`src/rtl/hazard_ctrl_mc.sv`:
```
// hazard_ctrl_mc: pipeline stall/flush/forward control with a multi-cycle MDU sequencer and a stall-cycle counter
module hazard_ctrl_mc #(
  parameter int REG_ADDR_W  = 5,
  parameter int MDU_LATENCY = 4,
  parameter bit FWD_EN      = 1'b1,
  parameter int CNT_W       = 32
) (
  input  logic                  clk,
  input  logic                  rst,
  input  logic [REG_ADDR_W-1:0] Rs1D,
  input  logic [REG_ADDR_W-1:0] Rs2D,
  input  logic [REG_ADDR_W-1:0] Rs1E,
  input  logic [REG_ADDR_W-1:0] Rs2E,
  input  logic [REG_ADDR_W-1:0] RdE,
  input  logic [REG_ADDR_W-1:0] RdM,
  input  logic [REG_ADDR_W-1:0] RdW,
  input  logic                  RegWriteE,
  input  logic                  RegWriteM,
  input  logic                  RegWriteW,
  input  logic                  ResultSrcE0,
  input  logic                  PCSrcE,
  input  logic                  MulStartE,
  output logic                  StallF,
  output logic                  StallD,
  output logic                  StallE,
  output logic                  FlushD,
  output logic                  FlushE,
  output logic                  FlushM,
  output logic [1:0]            ForwardAE,
  output logic [1:0]            ForwardBE,
  output logic                  MduBusy,
  output logic [CNT_W-1:0]      StallCycles
);
  localparam int CW = (MDU_LATENCY > 1) ? $clog2(MDU_LATENCY) : 1;
  localparam logic [CW-1:0] CNT_LAST = CW'(MDU_LATENCY - 1);
  logic [CW-1:0] cnt_q, cnt_d;
  logic [CNT_W-1:0] sc_q, sc_d;
  logic busy, lu_stall, nf_stall, stall;
  function automatic logic hit(input logic [REG_ADDR_W-1:0] rs, rd, input logic we);
    return we && (rd != '0) && (rd == rs);
  endfunction
  function automatic logic [1:0] fwd(input logic [REG_ADDR_W-1:0] rs, rdm, rdw, input logic wm, ww);
    return hit(rs, rdm, wm) ? 2'b10 : hit(rs, rdw, ww) ? 2'b01 : 2'b00;
  endfunction
  always_comb begin
    busy = MulStartE && (cnt_q < CNT_LAST);
    lu_stall = FWD_EN && ResultSrcE0 && (hit(Rs1D, RdE, 1'b1) || hit(Rs2D, RdE, 1'b1));
    // register file is write-first, so only E and M producers block D without forwarding
    nf_stall = !FWD_EN && (hit(Rs1D, RdE, RegWriteE) || hit(Rs2D, RdE, RegWriteE) ||
                           hit(Rs1D, RdM, RegWriteM) || hit(Rs2D, RdM, RegWriteM));
    stall = !busy && !PCSrcE && (lu_stall || nf_stall);
    cnt_d = busy ? cnt_q + 1'b1 : '0;
    StallF = rst && (busy || stall);
    StallD = StallF;
    StallE = rst && busy;
    FlushM = StallE;
    MduBusy = StallE;
    FlushD = rst && !busy && PCSrcE;
    FlushE = rst && !busy && (PCSrcE || stall);
    ForwardAE = (rst && FWD_EN) ? fwd(Rs1E, RdM, RdW, RegWriteM, RegWriteW) : 2'b00;
    ForwardBE = (rst && FWD_EN) ? fwd(Rs2E, RdM, RdW, RegWriteM, RegWriteW) : 2'b00;
    sc_d = (StallF && !(&sc_q)) ? sc_q + 1'b1 : sc_q;
    StallCycles = sc_q;
  end
  always_ff @(posedge clk or negedge rst) begin
    if (!rst) begin
      cnt_q <= '0;
      sc_q <= '0;
    end else begin
      cnt_q <= cnt_d;
      sc_q <= sc_d;
    end
  end
endmodule

```
`config.mk`:
```
export PLATFORM = sky130hd
export DESIGN_NAME = hazard_ctrl_mc
export DESIGN_NICKNAME = d
export VERILOG_FILES = /design/src/rtl/hazard_ctrl_mc.sv
export SDC_FILE = /design/constraint.sdc
export NUM_CORES = 1
export LEC_CHECK = 0
export CAP_MARGIN = 20
export CORE_UTILIZATION = 44
export DETAILED_ROUTE_END_ITERATION = 10
export PLACE_DENSITY = 0.8
export SYNTH_ARGS = -nofsm -noshare
export SYNTH_HDL_FRONTEND = slang
export SYNTH_SLANG_ARGS = --single-unit
export TNS_END_PERCENT = 30
```
`constraint.sdc`:
```
create_clock -name clk -period 3.1 [get_ports clk]
set_clock_uncertainty 0.2 [all_clocks]
set_input_delay 0.31 -clock clk [delete_from_list [all_inputs] [get_ports clk]]
set_output_delay 0.31 -clock clk [all_outputs]
set_load 0.02 [all_outputs]
```
After elaboration in Yosys (flattened, before gate mapping). Cells that the tools add are included.

$add $sub $neg: 2. Multiply operators: 0. Divide/modulo/power cells: 0. Magnitude comparators: 1. Equal/unequal tests: 6. Shift-type cells: 0. Muxes and demuxes: 7. Bitwise logic cells: 0. Reductions and logical operators: 28.

Operators with widths (count): $add 32x1->32 const B (1); $reduce_and 32->1 (1); $eq 5x5->1 (6); $logic_and 1x1->1 (18); $reduce_bool 5->1 (3); $mux 2 (5); $logic_not 1->1 (3); $logic_or 1x1->1 (3); $add 2x1->2 const B (1); $lt 2x2->1 const B (1); $mux 1 (2).

Flip-flop bits (word level): 34. Bits in latches: 0. Memory bits (writable): 0. Bits in read-only memories: 0. Logic and storage cells: 46. Memories: 0.

Longest topological paths before layout. Gate-level depths: netlist of the first run.

Depth after elaboration: 8. Depth in mapped cells: 8. Gate-level depth less buffers: 8.

Least setup slack after synthesis of the first run. OpenSTA, ideal clock, no wires.

Kind: register -> register. Start point: register sc_q[9], in the netlist StallCycles[9]. End point: register sc_q[1], in the netlist StallCycles[1]. Library setup time: 125 ps. Arrival time: 2047 ps. Required time: 2775 ps. Slack: 729 ps. Stages on the path, launching flop included: 8. Buffers on the path: 1. Period minus slack after synthesis: 2371 ps. Cells stage by stage: dfrtp_1 -> nand4_1 -> nor2_4 -> nand2_2 -> or4_4 -> buf_6 -> nand2_1 -> mux2_2.

Cells in the longest elaborated chain, start to end: 3.

RTL lines: start, declared (RTL line 37) `logic [CNT_W-1:0] sc_q, sc_d;`; start signal, assigned (RTL line 68) `sc_q <= '0;`; start signal, assigned (RTL line 71) `sc_q <= sc_d;`; $reduce_and 32->1 (RTL line 62) `sc_d = (StallF && !(&sc_q)) ? sc_q + 1'b1 : sc_q;`; $logic_not 1->1 (RTL line 62); $logic_and 1x1->1 (RTL line 62).

No other way between the ends. A chain may end at the register's enable or synchronous reset.

Worst setup path after layout of the first run.
Start point: input RdE[1]. End point: output FlushE.

Cells in the longest elaborated chain, start to end: 7. Elaborated cells on any way between the ends: 10. Those cells by class: eq/ne (2); reduce/logical (8).

RTL lines: start, declared (RTL line 14) `input logic [REG_ADDR_W-1:0] RdE,`; $eq 5x5->1 / $reduce_bool 5->1 (equally long branches) (RTL line 40) `return we && (rd != '0) && (rd == rs);`; $logic_and 1x1->1 (RTL line 40); $logic_or 1x1->1 (*) (RTL line 47) `lu_stall = FWD_EN && ResultSrcE0 && (hit(Rs1D, RdE, 1'b1) || hit(Rs2D, RdE, 1'b1));`; $logic_and 1x1->1 (*) (RTL line 47); $logic_and 1x1->1 (*) (RTL line 51) `stall = !busy && !PCSrcE && (lu_stall || nf_stall);`; $logic_or 1x1->1 (*) (RTL line 59) `FlushE = rst && !busy && (PCSrcE || stall);`; $logic_and 1x1->1 (*) (RTL line 59); end, declared (RTL line 27) `output logic FlushE,`.

Mark *: on every way between the ends. The rest lies on a longest branch, timed or not.

==> impl_metrics.py, run 1 <==
metrics = {
    "placement": {
        "io_buffers": 84,
        "dp_hpwl_um": 4300,
        "place_congestion": 0.894,
        "dpl-instance-area_um2": 3160,
    },
    "power": {
        "p_total_mw": 1.30,
        "powerDensity_nw_per_um2": 395,
        "pwr-share-seq": 0.411,
        "p_sw_frac": 0.294,
        "leakage_nw": 1.36,
        "ir_worst_vdd_mv": 0.453,
        "intPower_mw": 0.917,
        "pwr-share-comb": 0.274,
        "power_frac_clock": 0.315,
        "switchingPower_mw": 0.381,
    },
    "die": {
        "row_count": 25,
        "die_x_um": 73.1,
        "dieHeight_um": 73.1,
        "initial_core_util": 0.465,
        "core_area_um2": 4790,
        "io_pins": 86,
        "die_area_um2": 5350,
    },
    "grt": {
        "grt_max_degree": 25,
        "grt_pass1_vias": 1953,
        "grt_usage": 0.229,
        "overflow": 0,
        "grt_pass1_wl_um": 9350,
        "antenna_found_initial": 0,
    },
    "setup_path": {
        "worstSetupEndpointType": "primary output",
        "start_kind": "input pin",
        "worstPathRequired_ps": 2590,
        "cp.arrival_ps": 2380,
        "criticalPathCategory": "input pin to primary output",
        "slowest_stage": "or4_1",
        "critPathMaxFanout": 3,
        "crit_path_frequent_cell": "clkdlybuf4s50_1",
        "path_cells": "clkdlybuf4s50_1 -> or4_1 -> o21ai_1 -> nor2_1 -> o211a_1 -> clkdlybuf4s50_1",
        "slowest_delay_ps": 550,
    },
    "clocking": {
        "cts_buffers": 5,
        "worstSkewPairLatency_ps": 280,
        "htreeDepth": 2,
        "clock-root-buffer": "clkbuf_8",
        "cts_tree": "done",
        "path_clk_slew_ps": 70,
        "clock_sink_count": 34,
        "clockBufferDepth": 2,
        "post_cts_buffers": 0,
    },
    "outcome": {
        "status": "complete, no violations",
    },
    "final_layout": {
        "final_nets": 363,
        "insertedDiodeCount": 0,
        "drive_gt1_frac": 0.103,
        "area_growth_syn_to_layout_pct": 47.4,
        "design_area_um2": 3280,
    },
    "drt": {
        "drc_errors": 0,
        "via_per_inst": 5.19,
        "vias": 2005,
        "first_pass_iters": 4,
        "ant_nets": 0,
        "wl_um": 5650,
        "drt-wirelength-per-cell_um": 14.6,
        "drt_iter0_markers": 63,
    },
    "timing": {
        "finalSetupViolations": 0,
        "fin_crit_sh": 0.932,
        "fmax_mhz": 346,
        "setup_tns_ps": 0,
        "finalHoldViolCount": 0,
        "worstMarginPinSlew_ps": 500,
        "relSlewSlack": 0.663,
        "drv_slew": 0,
        "rsz0062_at_grt": "no",
        "period_minus_slack_ps": 2890,
    },
    "yosys": {
        "ys.flop_type": "dfrtp_1",
        "synth_seq_cells": 34,
        "yosysUniqueCellTypes": 37,
        "syn_inst": 225,
        "syn_area_um2": 2230,
        "synth_nets": 270,
        "synth_edf_count": 0,
        "ys_warn_count": 0,
        "async_reset_ff_frac": 1.00,
        "ys_seq_area_frac": 0.382,
        "postSynthAreaPerCell_um2": 9.90,
    },
    "worst_hold_path": {
        "worstHoldPathType": "flip-flop to flip-flop",
    },
    "job": {
        "cap_viol_max_count": 0,
    },
}
[layer usage]
metal | GRT usage | part of all wire
met1 | 0.297 | 0.44
met3 | 0.0525 | 0.052
met2 | 0.377 | 0.48
met5 | 0 | 0
met4 | 0.0741 | 0.019
[cells by family (layout without fill, tap and decap cells)]
family / after synthesis / count (layout) / synth area share
compound gates: 8 / 8 / 0.0287
xor+xnor: 61 / 61 / 0.240
fa+ha+maj: 2 / 2 / 0.0112
buf+inv: 10 / 104 / 0.0331
flops: 34 / 34 / 0.382
mux: 1 / 1 / 0.00506
simple gates: 109 / 109 / 0.300
[worst paths after layout]
check                           cells after the start  slack (ps)      startpoint               to
worst max register to register                      6         530  StallCycles[9]   StallCycles[1]
worst min register to register                      1         250        cnt_q[0]         cnt_q[0]
worst max-delay path                                6         210          RdE[1]           FlushE
min in group asynchronous                           3         340             rst  StallCycles[30]
max in group asynchronous                           3        2090             rst   StallCycles[5]
worst min-delay path                                1         250        cnt_q[0]         cnt_q[0]
[stage by stage]
step | setup WS (ps) | hold WS (ps) | util | std cells
after detailed placement | 75.4 | 123 | 0.660 | 377
final | 211 | 246 | 0.686 | 386
after global routing | 139 | 272 | 0.686 | 386
after floorplan | 729 | -186 | - | 225
after global placement | 62.0 | 118 | 0.660 | 377
after CTS | 78.5 | 252 | 0.685 | 386
[critical path: cells and delay by family]
| kind | cells | cell delay [ps] |
|---|---|---|
| buf+inv | 2 | 1000 |
| simple gates | 2 | 630 |
| compound gates | 2 | 440 |
[power by group through the flow]
| stage | Sequential (mW) | Clock [mW] | Combinational (mW) |
|---|---|---|---|
| 2_1_floorplan | 0.579 | 0 | 0.124 |
| 3_3_place_gp | 0.541 | 0 | 0.350 |
| 3_5_place_dp | 0.541 | 0 | 0.355 |
| 4_1_cts | 0.534 | 0.410 | 0.360 |
| 5_1_grt | 0.542 | 0.427 | 0.386 |
| 6_report | 0.533 | 0.409 | 0.356 |
[layout by cell type, fill, tap and decap left out, drive strengths merged, types with 6 or more instances in the layout]
cell type      count
or4                6
buf               11
xnor2             30
nor3               6
dfrtp             34
nor2              13
nand3             20
nand2             14
nor4               7
and3              15
clkbuf             7
nand4             15
clkdlybuf4s50     81
xor2              31
[what timing repair did]
action                                 in CTS  in global routing
endpoints found under the hold margin      34                  0
gates resized for setup                     0                  2
setup endpoints to repair                   0                  2
hold buffers                                1                  0
[state kept, by name (all words and copies together) (netlist names)]
signal       flops
cnt_q            2
StallCycles     32
[cells in the mapped netlist (2+ instances only)]
| cell | instances | share of area |
|---|---|---|
| dfrtp_1 | 34 | 0.38 |
| xor2_1 | 31 | 0.12 |
| xnor2_1 | 30 | 0.12 |
| and3_1 | 15 | 0.042 |
| nand4_1 | 14 | 0.039 |
| nand2_1 | 13 | 0.022 |
| nor2_1 | 12 | 0.020 |
| nand3_1 | 11 | 0.025 |
| nand3_2 | 9 | 0.040 |
| nor4_1 | 7 | 0.020 |
| nor3_1 | 6 | 0.013 |
| and2_1 | 5 | 0.014 |
| or4_1 | 5 | 0.017 |
| buf_4 | 3 | 0.010 |
| buf_6 | 3 | 0.015 |
| buf_2 | 2 | 0.0045 |
| ha_1 | 2 | 0.011 |
| nand2b_1 | 2 | 0.0056 |
| nand4b_1 | 2 | 0.0079 |
| o21ai_0 | 2 | 0.0045 |
[final cells by class]
class / count / area (µm²)
fill: 396 / 1500
timing repair buffer: 95 / 926
clock buffer: 7 / 76.3
sequential: 34 / 851
clock inverter: 1 / 30.0
multi-input combinational: 181 / 1310
tap: 67 / 83.8
inverter: 1 / 3.75
(Power assumes the default switching activity.)
==> inputs of run 2 (changes only) <==
--- a/config.mk
+++ b/config.mk
@@ -6,6 +6,7 @@
 export NUM_CORES = 1
 export LEC_CHECK = 0
 export CAP_MARGIN = 20
+export CORE_MARGIN = 5
 export CORE_UTILIZATION = 44
 export DETAILED_ROUTE_END_ITERATION = 10
 export PLACE_DENSITY = 0.8
==> constraint.sdc (replaced) <==
create_clock -name clk -period 2.85 [get_ports clk]
set_clock_uncertainty 0.2 [all_clocks]
set_input_delay 0.285 -clock clk [delete_from_list [all_inputs] [get_ports clk]]
set_output_delay 0.285 -clock clk [all_outputs]
set_load 0.02 [all_outputs]
==> run 2 against run 1 <==
Non-clock buffer count rose by 5. Combinational power grew 11%. Wire length grew 4.5%. Sequential power up 9.6%. Power increased by 4.6%. Via count rose by 1.2%. Final area increased by 1.4%. Hold slack better by 15 ps. Utilization up 0.54 points.
==> impl_metrics.py, run 2 (synthesized netlist as in run 1, its figures left out) <==
metrics = {
    "final_layout": {
        "drive_gt1_frac": 0.130,
        "insertedDiodeCount": 0,
        "final_nets": 368,
        "area_growth_syn_to_layout_pct": 49.5,
        "final_common_cell": "clkdlybuf4s50_1",
        "largest_reg_flops": 32,
        "stdcell_count": 391,
        "final_cell_mix": "clkdlybuf4s50_1, dfrtp_1, xor2_1, xnor2_1, and3_1",
    },
    "power": {
        "p_total_mw": 1.36,
        "powerDensity_nw_per_um2": 408,
        "switchingPower_mw": 0.424,
        "ir_worst_vdd_mv": 0.406,
        "power_frac_clock": 0.278,
        "pwr-share-seq": 0.430,
        "intPower_mw": 0.934,
        "p_sw_frac": 0.312,
        "leakage_nw": 1.39,
        "pwr-share-comb": 0.292,
    },
    "outcome": {
        "status": "complete, no violations",
    },
    "setup_path": {
        "slowest_stage": "or4_1",
        "cp_top_family": "buffers and inverters",
        "crit_path_frequent_cell": "clkdlybuf4s50_1",
        "r2r_start": "StallCycles[9]",
        "slowest_delay_ps": 540,
        "worstSetupEndpointType": "primary output",
        "cp.arrival_ps": 2350,
        "worstPathRequired_ps": 2370,
        "start_kind": "input pin",
        "crit_buf_inv": 2,
        "criticalPathCategory": "input pin to primary output",
        "critPathMaxFanout": 2,
        "path_cells": "clkdlybuf4s50_1 -> or4_1 -> o21ai_1 -> nor4_2 -> and2_1 -> clkdlybuf4s50_1",
        "crit_start": "RdM[1]",
    },
    "clocking": {
        "cts_tree": "done",
        "post_cts_buffers": 0,
        "path_clk_slew_ps": 70,
        "htreeDepth": 2,
        "cts_buffers": 5,
        "worstSkewPairLatency_ps": 290,
        "clock_sink_count": 34,
        "clock-root-buffer": "clkbuf_8",
        "clockBufferDepth": 2,
    },
    "worst_hold_path": {
        "worstHoldPathType": "flip-flop to flip-flop",
        "min_from": "cnt_q[0]",
    },
    "die": {
        "core_area_um2": 4820,
        "die_x_um": 81.1,
        "die_area_um2": 6580,
        "dieHeight_um": 81.1,
        "initial_core_util": 0.462,
        "row_count": 25,
        "io_pins": 86,
    },
    "grt": {
        "grt_pass1_vias": 2003,
        "overflow": 0,
        "grt_usage": 0.183,
        "grt_pass1_wl_um": 9390,
        "antenna_found_initial": 0,
        "grt_max_degree": 35,
    },
    "drt": {
        "drt-wirelength-per-cell_um": 15.1,
        "drc_errors": 0,
        "first_pass_iters": 4,
        "wl_um": 5900,
        "ant_nets": 0,
        "vias": 2029,
        "drt_iter0_markers": 93,
        "via_per_inst": 5.19,
    },
    "timing": {
        "fin_crit_sh": 0.994,
        "finalSetupViolations": 0,
        "relSlewSlack": 0.695,
        "fmax_mhz": 353,
        "setup_tns_ps": 0,
        "finalHoldViolCount": 0,
        "drv_slew": 0,
        "period_minus_slack_ps": 2830,
        "worstMarginPinSlew_ps": 453,
    },
    "placement": {
        "dp_hpwl_um": 4630,
        "io_buffers": 84,
        "place_congestion": 0.812,
        "dp.cells": 381,
    },
    "job": {
        "cap_viol_max_count": 0,
    },
}
run 2: cell types whose count changed in the layout (fill, tap and decap cells not counted), moves of 2 or more:
cell	delta
clkdlybuf4s50_1	-3
clkbuf_1	-2
nor4_2	+2
buf_4	+4
dlygate4sd2_1	+3
nor4_1	-2
run 2: power by group through the flow:
stage	combinational (mW)	clock (mW)	sequential (mW)
final	0.396	0.378	0.584
after global routing	0.428	0.408	0.595
after CTS	0.398	0.392	0.583
after detailed placement	0.392	0	0.592
after global placement	0.386	0	0.588
after floorplan	0.134	0	0.630
run 2: final timing paths:
check                                  end  cells past startpoint  slack, ps
setup / recovery              ForwardAE[1]                      6         20
hold reg to reg                   cnt_q[0]                      1        260
setup reg to reg            StallCycles[1]                      6        400
max in group asynchronous  StallCycles[17]                      4       1820
hold / removal                    cnt_q[0]                      1        260
min in group asynchronous  StallCycles[31]                      4        450
run 2: worst register-to-register path: stages, from the launching register on:
cell     delay [ps]
dfrtp_1         450
nand4_1         210
nor2_4          240
nand2_2         100
or4_4           620
nand2_1         170
mux2_2          350
run 2: what timing repair did:
item                                    4_1_cts  5_1_grt
endpoints found under the hold margin        34        0
hold buffers                                  2        0
pin swaps                                     0        0
endpoints found under the setup margin        3        6
gates resized for setup                       3        5
run 2: layout make-up:
class / instances / area [µm²]
Clock buffer: 6 / 82.6
Clock inverter: 2 / 12.5
Fill cell: 396 / 1490
Inverter: 1 / 3.75
Multi-Input combinational cell: 181 / 1320
Sequential cell: 34 / 851
Tap cell: 67 / 83.8
Timing Repair Buffer: 100 / 972
run 2: through the flow:
| step | setup WS, ps | instance area (µm²) | hold WS [ps] | utilization |
|---|---|---|---|---|
| after floorplan | 479 | 2230 | -211 | - |
| after global placement | -101 | 3190 | 203 | 0.662 |
| after detailed placement | -232 | 3190 | 212 | 0.662 |
| after CTS | 22.3 | 3310 | 251 | 0.688 |
| after global routing | -30.4 | 3330 | 283 | 0.691 |
| final | 16.5 | 3330 | 261 | 0.691 |
run 2: routing by layer:
metal | track usage | part of all wire | vias up
li1 | - | - | 995
met5 | 0 | 0 | -
met4 | 0.0557 | 0.017 | 0
met3 | 0.0443 | 0.057 | 10
met2 | 0.306 | 0.50 | 57
met1 | 0.234 | 0.43 | 967
==> patch 1, RTL diff (settings of run 2) <==
Set the parameter `MDU_LATENCY` to 2 (it was 4).
--- a/src/rtl/hazard_ctrl_mc.sv
+++ b/src/rtl/hazard_ctrl_mc.sv
@@ -3,3 +3,3 @@
   parameter int REG_ADDR_W  = 5,
-  parameter int MDU_LATENCY = 4,
+  parameter int MDU_LATENCY = 2,
   parameter bit FWD_EN      = 1'b1,
Check against the original RTL: not equivalent (a bounded check fails within 4 cycles, from zero or initial values and one cycle with rst low).
==> patch 1 against run 2 <==
Global-route usage grew 0.17 points; area after synthesis shrank 9.9%; total power down 8.2%; cell area decreased by 6.4%; highest routed layer unchanged; count of clock-buffer cells in the layout up 2; sequential share of layout area rose by 0.95 points; first-iteration DRC count down 53%; sequential cell count decreased by 1; critical path type unchanged; register-to-register slack lost 0.04 ns; largest cell class unchanged; wire length fell by 6.7%; worst setup slack gained 0.091 ns; critical path depth stayed put.
==> patch 1: results (changes against run 2) <==
Status
  • Outcome: complete, no violations

Final layout
  • Data buffer area share: 0.326 (+0.0341)
  • Clk tree area frac: 0.0257 (-0.00286)
  • Filler instances: 369 (-6.8%)
  • Clock Buffer Count: 8 (+2)
  • Multi-input gates: 152 (-16%)
  • Proportion of layout cells with a drive suffix above 1: 0.119 (-0.0108)

Pwr
  • Worst vdd ir: 420 µV (+3.4%)

Synthesis
  • Ranking of synthesized cells by area: dfrtp_1, xnor2_1, xor2_1
  • Commonest cells post-synth: xnor2_1, dfrtp_1, xor2_1
  • Sequential area share after synthesis: 0.412 (+0.0297)
  • Synth Area in XOR/XNOR: 0.262 (+0.0221)
  • Adder-cell area share of the yosys netlist: 0.00624 (-0.00500)
  • Compound-Gate Fraction of Synth Area: 0.0455 (+0.0169)

Route
  • DRT iter0 DRCs: 44 (-53%)
  • Final WL: 5.51 mm (-6.7%)
  • Via count: 1,789 (-12%)

Min path
  • Hold path start: StallCycles[26]$_DFFE_PN0P_
  • Worst Hold End: StallCycles[26]$_DFFE_PN0P_

Worst setup path
  • R2r startpoint: StallCycles[8]$_DFFE_PN0P_
  • Reg2Reg Depth: 8 (+2)

Global routing
  • Largest net degree at the start of global routing: 34 (-2.9%)
  • Number of global-route vias before repair: 1,911 (-4.6%)
  • Global-route wire length before repair: 9.03 mm (-3.9%)

Placed design
  • Dpl hpwl: 4.43 mm (-4.3%)

STA
  • Slew HR: 0.729 (+0.0335)
## patch 1: changes by cell type after synthesis, moves of 3 or more
cell / before / now
nor3_1: 6 / 3
nand3_2: 9 / 0
xnor2_1: 30 / 34
and3_1: 15 / 11
nor4_1: 7 / 3
and4_1: 1 / 4
inv_1: 1 / 4
xor2_1: 31 / 26
## patch 1: routing by layer
layer | vias up | share of wire | track usage
met5 | - | 0 | 0
met4 | 0 | 0.014 | 0.0533
met3 | 9 | 0.042 | 0.0475
met2 | 37 | 0.52 | 0.322
met1 | 844 | 0.42 | 0.224
li1 | 899 | - | -
## patch 1: how the worst max path moves through the flow
stage,startpoint,endpoint,cells past startpoint
CTS,RdM[4],ForwardAE[1],7
detailed placement,RdM[1],ForwardBE[0],6
finish,rst,ForwardBE[0],6
floorplan,StallCycles[8]$_DFFE_PN0P_,StallCycles[4]$_DFFE_PN0P_,9
global placement,RdM[1],ForwardBE[0],6
global route,rst,ForwardBE[0],6
## patch 1: cell families after synthesis
kind of cell    after synthesis
simple gates                 82
xor+xnor                     60
flops                        33
buf+inv                      12
compound gates                8
mux                           1
fa+ha+maj                     1
## patch 1: report_power, final
part	total (mW)	internal, mW	switching [mW]
sequential	0.548	0.504	0.0442
combinational	0.359	0.196	0.162
clock	0.340	0.173	0.167
## patch 1: worst max-delay path, delay by kind of cell
| family | cells | cell delay [ns] |
|---|---|---|
| compound gates | 1 | 0.13 |
| buf+inv | 3 | 1.07 |
| simple gates | 2 | 0.76 |
## patch 1: stage by stage
stage	cell area [µm²]	TNS, ns	setup WS [ns]
detailed placement	3000	-0.514	-0.143
CTS	3100	0	0.0280
floorplan	2010	0	0.422
finish	3120	0	0.108
global placement	3000	-0.152	-0.0634
global route	3120	0	0.0397
==> patch 2, RTL diff (flow settings as in run 2) <==
Without the edit above. Reset style: synchronous (`rst`), changed in one clocked block.
--- a/src/rtl/hazard_ctrl_mc.sv
+++ b/src/rtl/hazard_ctrl_mc.sv
@@ -64,3 +64,3 @@
   end
-  always_ff @(posedge clk or negedge rst) begin
+  always_ff @(posedge clk) begin
     if (!rst) begin
Behaviour: differs if rst is asserted again (counterexample within 4 cycles, from zero or initial values and one cycle with rst low); with rst held inactive, the same outputs for 10 cycles.
==> patch 2 against run 2 <==
Area after synthesis increased by 0.22%; wire length is 8.2% higher; worst setup slack better by 0.079 ns; register-to-register slack got worse by 0.04 ns; total power shrank 18%; sequential power fell by 17%; sequential cell count is the same; cell area increased by 0.34%; critical path type unchanged; largest cell class unchanged; largest power group unchanged.
==> patch 2: results (changes against run 2) <==
Worst setup path
  • FF-to-FF setup slack: 0.36 ns (-0.04 ns)
  • R2r startpoint: StallCycles[4]$_SDFFE_PN0P_
  • Crit path arrival time: 2.27 ns (-0.08 ns)

Min path
  • Min-delay worst type: flip-flop to flip-flop
  • Count of cells along the worst hold path: 1 (unchanged)
  • Hold path start: cnt_q[0]$_SDFF_PN0_

STA
  • Slew @ Worst Pin: 0.333 ns (-0.119 ns)
  • WHS: 0.243 ns (-0.0182 ns)

Synthesis
  • Sequential area share after synthesis: 0.305 (-0.0771)
  • Commonest cells post-synth: dfxtp_1, xor2_1, nand2_1
  • Ranking of synthesized cells by area: dfxtp_1, xor2_1, or4_1
  • Syn_nets: 319 (+18%)
  • Synth cell types: 47 (+27%)
  • Async set-or-reset flop fraction in the synthesized netlist: 0 (-1.00)

Pwr
  • Worst vdd ir: 169 µV (-58%)
  • Leakage power: 1.15 nW (-17%)
  • Int Pwr: 0.835 mW (-11%)

Route
  • DRT iter0 DRCs: 111 (+19%)
  • Vias per cell: 5.62 (+8.3%)
  • Per-cell routed wire length: 14.6 µm (-3.4%)

Final layout
  • Proportion of layout cells with a drive suffix above 1: 0.103 (-0.0264)
  • Final nets: 412 (+12%)
  • N_diodes: 0 (unchanged)

Global routing
  • Largest net degree at the start of global routing: 28 (-20%)
  • GRT Total Usage: 0.203 (+0.0199)
  • Number of global-route vias before repair: 2,457 (+23%)
  • Global-route wire length before repair: 10.6 mm (+13%)

Clock network
  • Post-CTS sizing: 4 (+1)
  • Worst-path clk slew: about 0.06 ns
  • Worst-skew pair later-pin latency: 0.29 ns (about the same)

Floorplanning
  • Row Count: 26 (+4.0%)

Status
  • Outcome: complete, no violations

Placed design
  • Placed Area: 3220 µm² (+0.90%)
  • Dpl hpwl: 4.91 mm (+6.0%)
  • Final Wtd Congestion: 0.810 (-0.22%)
-- patch 2: routing by layer --
layer / global-route usage / part of all wire / vias to the layer above
met4: 0.0895 / 0.018 / 0
met5: 0 / 0 / -
li1: - / - / 1216
met2: 0.366 / 0.50 / 92
met3: 0.0743 / 0.093 / 10
met1: 0.209 / 0.39 / 1144
-- patch 2: path summary, 6_finish.rpt --
check                            endpoint
min reg2reg           cnt_q[0]$_SDFF_PN0_
max                          ForwardBE[1]
max reg2reg  StallCycles[29]$_SDFFE_PN0P_
min                   cnt_q[0]$_SDFF_PN0_
-- patch 2: power by group through the flow --
stage / registers [mW] / clock network [mW] / logic (mW)
3_3_place_gp: 0.495 / 0 / 0.203
5_1_grt: 0.485 / 0.446 / 0.228
2_1_floorplan: 0.498 / 0 / 0.0871
3_5_place_dp: 0.495 / 0 / 0.208
6_report: 0.485 / 0.417 / 0.209
4_1_cts: 0.484 / 0.426 / 0.207
-- patch 2: final cells by class --
cell class / count / area [µm²]
fillers: 446 / 1670
multi-input cells: 221 / 1480
repair buffers: 102 / 971
flip-flops and latches: 34 / 681
clock buffers: 8 / 110
well taps: 70 / 87.6
inverters: 3 / 11.3
-- patch 2: cell families after synthesis --
kind of cell,after synthesis,share of synthesized area
xor gates and xnor gates,32,0.126
buffers and inverters,19,0.0392
muxes,5,0.0224
AOI/OAI and AO/OA,54,0.152
DFF,34,0.305
and+or+nand+nor,128,0.344
adders and majority gates,2,0.0112
-- patch 2: through the flow --
stage	worst slack [ns]	cells	total power, mW
floorplan	0.501	274	0.585
global route	0.00329	438	1.16
CTS	0.0451	438	1.12
detailed placement	-0.230	430	0.703
global placement	-0.154	430	0.698
finish	0.0952	438	1.11
